==> src/rtl/xtea_enc.sv <==
// XTEA encryptor: two independent 64-bit blocks under one 128-bit key, start/ready handshake.
// Define XTEA_ENC_FAST_EN to compute one full XTEA cycle per clock instead of three phases.
module xtea_enc #(
    parameter int          WORD_SIZE  = 128,
    parameter logic [31:0] DELTA      = 32'h9E3779B9,
    parameter int          NUM_ROUNDS = 32
) (
    input  logic                 clock,
    input  logic                 reset,
    input  logic [WORD_SIZE-1:0] data_in,
    input  logic [WORD_SIZE-1:0] key,
    input  logic                 start,
    output logic                 ready,
    output logic [WORD_SIZE-1:0] data_out
);

    localparam logic [2:0] S_WAITING     = 3'd0;
    localparam logic [2:0] S_ENC_PHASE_1 = 3'd1;
    localparam logic [2:0] S_ENC_SUM     = 3'd2;
    localparam logic [2:0] S_ENC_PHASE_2 = 3'd3;
    localparam logic [2:0] S_READY       = 3'd4;

    localparam logic [6:0] LAST_COUNT = 7'(NUM_ROUNDS);

    logic [2:0]           r_state;
    logic [31:0]          r_y0, r_z0, r_y1, r_z1;
    logic [31:0]          r_k0, r_k1, r_k2, r_k3;
    logic [31:0]          r_sum;
    logic [6:0]           r_count;
    logic                 r_ready;
    logic [WORD_SIZE-1:0] r_data_out;

    logic [31:0] w_ka, w_kb;
    logic [31:0] w_sum_next;
    logic [31:0] w_y0_next, w_y1_next;
    logic [31:0] w_z0_next, w_z1_next;

    function automatic logic [31:0] f_mix(input logic [31:0] v);
        return ((v << 4) ^ (v >> 5)) + v;
    endfunction

    function automatic logic [31:0] f_key(input logic [1:0] idx,
                                          input logic [31:0] k0, input logic [31:0] k1,
                                          input logic [31:0] k2, input logic [31:0] k3);
        logic [31:0] k;
        case (idx)
            2'd0:    k = k0;
            2'd1:    k = k1;
            2'd2:    k = k2;
            default: k = k3;
        endcase
        return k;
    endfunction

    always_comb begin
        w_sum_next = r_sum + DELTA;
        w_ka       = f_key(r_sum[1:0], r_k0, r_k1, r_k2, r_k3);
        w_y0_next  = r_y0 + (f_mix(r_z0) ^ (r_sum + w_ka));
        w_y1_next  = r_y1 + (f_mix(r_z1) ^ (r_sum + w_ka));
`ifdef XTEA_ENC_FAST_EN
        // Second half-cycle uses the freshly updated y and the already-advanced sum.
        w_kb       = f_key(w_sum_next[12:11], r_k0, r_k1, r_k2, r_k3);
        w_z0_next  = r_z0 + (f_mix(w_y0_next) ^ (w_sum_next + w_kb));
        w_z1_next  = r_z1 + (f_mix(w_y1_next) ^ (w_sum_next + w_kb));
`else
        w_kb       = f_key(r_sum[12:11], r_k0, r_k1, r_k2, r_k3);
        w_z0_next  = r_z0 + (f_mix(r_y0) ^ (r_sum + w_kb));
        w_z1_next  = r_z1 + (f_mix(r_y1) ^ (r_sum + w_kb));
`endif
    end

    always_ff @(posedge clock or negedge reset) begin
        if (!reset) begin
            r_state    <= S_WAITING;
            r_y0       <= '0;
            r_z0       <= '0;
            r_y1       <= '0;
            r_z1       <= '0;
            r_k0       <= '0;
            r_k1       <= '0;
            r_k2       <= '0;
            r_k3       <= '0;
            r_sum      <= '0;
            r_count    <= '0;
            r_ready    <= 1'b0;
            r_data_out <= '0;
        end else begin
            r_ready <= 1'b0;
            case (r_state)
                S_WAITING: begin
                    r_y0    <= data_in[127:96];
                    r_z0    <= data_in[95:64];
                    r_y1    <= data_in[63:32];
                    r_z1    <= data_in[31:0];
                    r_k0    <= key[127:96];
                    r_k1    <= key[95:64];
                    r_k2    <= key[63:32];
                    r_k3    <= key[31:0];
                    r_sum   <= '0;
                    r_count <= '0;
                    if (start) begin
                        r_state <= S_ENC_PHASE_1;
                    end
                end
`ifdef XTEA_ENC_FAST_EN
                S_ENC_PHASE_1: begin
                    r_y0    <= w_y0_next;
                    r_y1    <= w_y1_next;
                    r_z0    <= w_z0_next;
                    r_z1    <= w_z1_next;
                    r_sum   <= w_sum_next;
                    r_count <= r_count + 7'd1;
                    if (r_count + 7'd1 == LAST_COUNT) begin
                        r_state <= S_READY;
                    end
                end
                S_ENC_SUM, S_ENC_PHASE_2: begin
                    r_state <= S_WAITING;
                end
`else
                S_ENC_PHASE_1: begin
                    r_y0    <= w_y0_next;
                    r_y1    <= w_y1_next;
                    r_count <= r_count + 7'd1;
                    r_state <= S_ENC_SUM;
                end
                S_ENC_SUM: begin
                    r_sum   <= w_sum_next;
                    r_state <= S_ENC_PHASE_2;
                end
                S_ENC_PHASE_2: begin
                    r_z0 <= w_z0_next;
                    r_z1 <= w_z1_next;
                    if (r_count == LAST_COUNT) begin
                        r_state <= S_READY;
                    end else begin
                        r_state <= S_ENC_PHASE_1;
                    end
                end
`endif
                S_READY: begin
                    r_data_out <= {r_y0, r_z0, r_y1, r_z1};
                    r_ready    <= 1'b1;
                    r_state    <= S_WAITING;
                end
                default: begin
                    r_state <= S_WAITING;
                end
            endcase
        end
    end

    assign ready    = r_ready;
    assign data_out = r_data_out;

endmodule

==> config.mk <==
export PLATFORM = sky130hd
export DESIGN_NAME = xtea_enc
export DESIGN_NICKNAME = d
export VERILOG_FILES = /design/src/rtl/xtea_enc.sv
export SDC_FILE = /design/constraint.sdc
export NUM_CORES = 2
export LEC_CHECK = 0
export BUFFER_PORTS_ARGS = -buffer_cell sky130_fd_sc_hd__clkbuf_2
export CAP_MARGIN = 20
export CORE_MARGIN = 2
export CORE_UTILIZATION = 47
export CTS_CLUSTER_DIAMETER = 40
export DETAILED_ROUTE_END_ITERATION = 12
export GPL_TIMING_DRIVEN = 0
export HOLD_SLACK_MARGIN = 0.15
export PLACE_DENSITY = 0.63
export SKIP_CTS_REPAIR_TIMING = 1
export SLEW_MARGIN = 30
export SYNTH_ARGS = -nofsm -noshare
export SYNTH_HDL_FRONTEND = slang
export SYNTH_SLANG_ARGS = --single-unit
==> constraint.sdc <==
create_clock -name clock -period 8.5 [get_ports clock]
set_input_delay 0.425 -clock clock [delete_from_list [all_inputs] [get_ports clock]]
set_output_delay 0.425 -clock clock [all_outputs]
set_load 0.1 [all_outputs]
==> flow_metrics.env <==
export IMPL_drc=0
export IMPL_multiInputGateArea_mm2=0.0242
export IMPL_critPathTopFamily="compound AO/OA/AOI/OAI gates"
export IMPL_port_buffers=387
export IMPL_synthDistinctLibCells=86
export IMPL_grt_overflow_total=0
export IMPL_fin_skew_ps=34.9
export IMPL_min_delay_start="data_in[108]"
export IMPL_grt_antenna_before_repair=3
export IMPL_grt_pass1_wl_mm=191
export IMPL_synth_nets=4616
export IMPL_hold_viol_final=0
export IMPL_maxCapViolations=0
export IMPL_final_nets=5278
export IMPL_dp_cells=5382
export IMPL_first_pass_iters=7
export IMPL_timing_rr_end="r_z1[31]"
export IMPL_synth_area_mm2=0.0358
export IMPL_synth_top_cell_by_area="dfrtp_1"
export IMPL_synth_cells=4011
export IMPL_first_iter_violations=2859
export IMPL_vias=33700
export IMPL_place_congestion=0.962
export IMPL_area_growth_pct=22.3
export IMPL_worst_path_buf_inv=3
export IMPL_path_class="reg -> reg"
export IMPL_dieHeight_um=280
export IMPL_io_pins=388
export IMPL_clock_latency_ps=630
export IMPL_cts_tree="built"
export IMPL_rows=101
export IMPL_cts_buffer_depth=3
export IMPL_min_path_cells=3
export IMPL_hold_class="in -> reg"
export IMPL_clk_pin_slew_ps=50
export IMPL_slowest_delay_ps=680
export IMPL_synth_top_cell_area_share=0.299
export IMPL_clock_fmax_ghz=0.125
export IMPL_crit_path_max_fanout=10
export IMPL_numCtsBuffers=79
export IMPL_initial_utilization=0.473
export IMPL_cp_slowest_cell="clkbuf_1"
export IMPL_drive_gt1_frac=0.159
export IMPL_die_area_mm2=0.0783
export IMPL_crit_arrival_ps=8450
export IMPL_dp_hpwl_mm=102
export IMPL_async_flop_share=1.00
export IMPL_rsz0062_at_grt="false"
export IMPL_synth_edff_count=0
export IMPL_yosysSeqAreaShare=0.299
export IMPL_n_fill_cell=6860
export IMPL_vias_per_cell=5.90
export IMPL_max_slew_margin=0.296
export IMPL_wirelength_mm=132
export IMPL_cts_root_buf="clkbuf_16"
export IMPL_htree_levels=3
export IMPL_endpoint_kind="flop"
export IMPL_synth_top_cells_by_count="616 x nand2_1, 427 x dfrtp_1, 336 x ha_1, 283 x o21ai_0, 268 x xnor2_1"
export IMPL_tightest_slew_ps=1060
export IMPL_seq_area_mm2=0.0107
export IMPL_cts_sinks=427
export IMPL_rr_worst_depth=24
export IMPL_grt_max_degree=76
export IMPL_drv_slew=0
export IMPL_status="finished, final reports clean"
export IMPL_synth_main_ff_cell="dfrtp_1"
export IMPL_cp_data_required_time_ps=8960
export IMPL_grt_total_usage=0.323
export IMPL_r2r_start="r_sum[11]"
export IMPL_setup_violations=0
export IMPL_fp_dieW_um=280
export IMPL_cpMostUsedCell="xnor2_1"
export IMPL_wl_per_cell_um=23.1
export IMPL_grt_pass1_vias=32100
export IMPL_core_area_mm2=0.0757
export IMPL_synth_avg_cell_area_um2=8.92
export IMPL_antenna_left=0
export IMPL_synth_most_common_cell="nand2_1"
export IMPL_worstHoldEndpoint="r_y0[12]"
export IMPL_start_kind="flop"
export IMPL_synth_area_leaders="dfrtp_1 30%, ha_1 12%, xnor2_1 6.6%"
export IMPL_timing_critical_path_cells="clkbuf_2, clkbuf_1, mux4_2, ha_1, a21o_1, or4_1, o21a_1, a31o_2, a21oi_1, o21ai_0, xor2_1, xnor2_1, ha_1, clkbuf_1, nand3_1, o21ai_0, a221oi_1, o22ai_1, a211oi_1, o41ai_1, xnor2_1, xnor2_1, xnor2_1, o21ai_0"
export IMPL_synth_warnings=0
export IMPL_r2r_slack_ps=510
export IMPL_fin_cells=5713
export IMPL_min_period_over_period=0.940
export IMPL_synth_ff_latch_count=427
export IMPL_min_period_ps=7990
[worst min-delay path: stages]
cell	delay [ps]
clkbuf_2	80
mux2i_1	50
o21ai_0	130
[stage by stage]
step	hold slack (ps)	TNS, ps	utilization	worst slack, ps	area [um^2]
6_report	107	0	0.578	506	43800
3_5_place_dp	270	0	0.517	237	39100
4_1_cts	-387	0	0.553	203	41900
3_3_place_gp	478	-1348360	0.514	-3230	38900
5_1_grt	149	0	0.578	62.2	43800
2_1_floorplan	129	0	-	1920	35800
[per-layer routing]
| layer | wire, um | GRT usage |
|---|---|---|
| met5 | 12 | 0 |
| met4 | 6120 | 0.143 |
| met3 | 9330 | 0.0394 |
| met2 | 62400 | 0.537 |
| met1 | 54100 | 0.421 |
[worst max-delay path by stage]
stage / cells after the start / startpoint / slack, ps / endpoint
floorplan: 25 / r_sum[11] / 1920 / r_z0[31]
global placement: 1 / reset / -3230 / r_k2[21]
detailed placement: 24 / r_sum[11] / 240 / r_z1[31]
CTS: 24 / r_sum[11] / 200 / r_z1[31]
global route: 25 / r_sum[11] / 60 / r_z1[31]
finish: 24 / r_sum[11] / 510 / r_z1[31]
[flip-flops by register name, summed over array words and instances (netlist names), 7 cells and up]
signal	flops
r_k2	32
r_y1	32
r_count	7
r_k0	32
r_z1	32
r_y0	32
data_out	128
r_k1	32
r_z0	32
r_sum	32
r_k3	32
[cells in the final DEF, fill, tap and decap left out, types with 30 or more instances in the layout]
cell           count
a222oi_1          31
dfrtp_1          427
mux2i_1           95
nand2_1          616
nor2_1           175
o21a_1            46
xnor2_1          267
o21bai_1          35
a211oi_1          32
nand3_1           68
a21oi_1          260
inv_1            114
clkbuf_1         120
a31oi_1           60
clkbuf_2         394
a21o_1           145
o21ai_0          283
dlygate4sd3_1    188
and3_1            30
xor2_1           227
mux2_2           133
clkbuf_16         80
mux4_2            32
nand2b_1          32
ha_1             336
nor3_1            57
nor2b_1           31
[cell families after synthesis]
group	share of synthesized area
xor gates and xnor gates	0.123
and+or+nand+nor	0.141
muxes	0.0889
buffers and inverters	0.0269
adders and majority gates	0.123
DFF	0.299
AOI/OAI and AO/OA	0.199
[layout make-up]
class | count | area share
timing repair buffer | 581 | 0.0912
multi-input combinational | 3330 | 0.552
sequential | 427 | 0.244
clock inverter | 52 | 0.0149
tap | 978 | 0.0280
clock buffer | 90 | 0.0475
buffer | 140 | 0.0126
inverter | 114 | 0.00978
antenna | 1 | 0.0000572
Power is left out: the tool's default activity adds up to more than one toggle a clock period on the data nets, which glitch-free logic cannot reach.
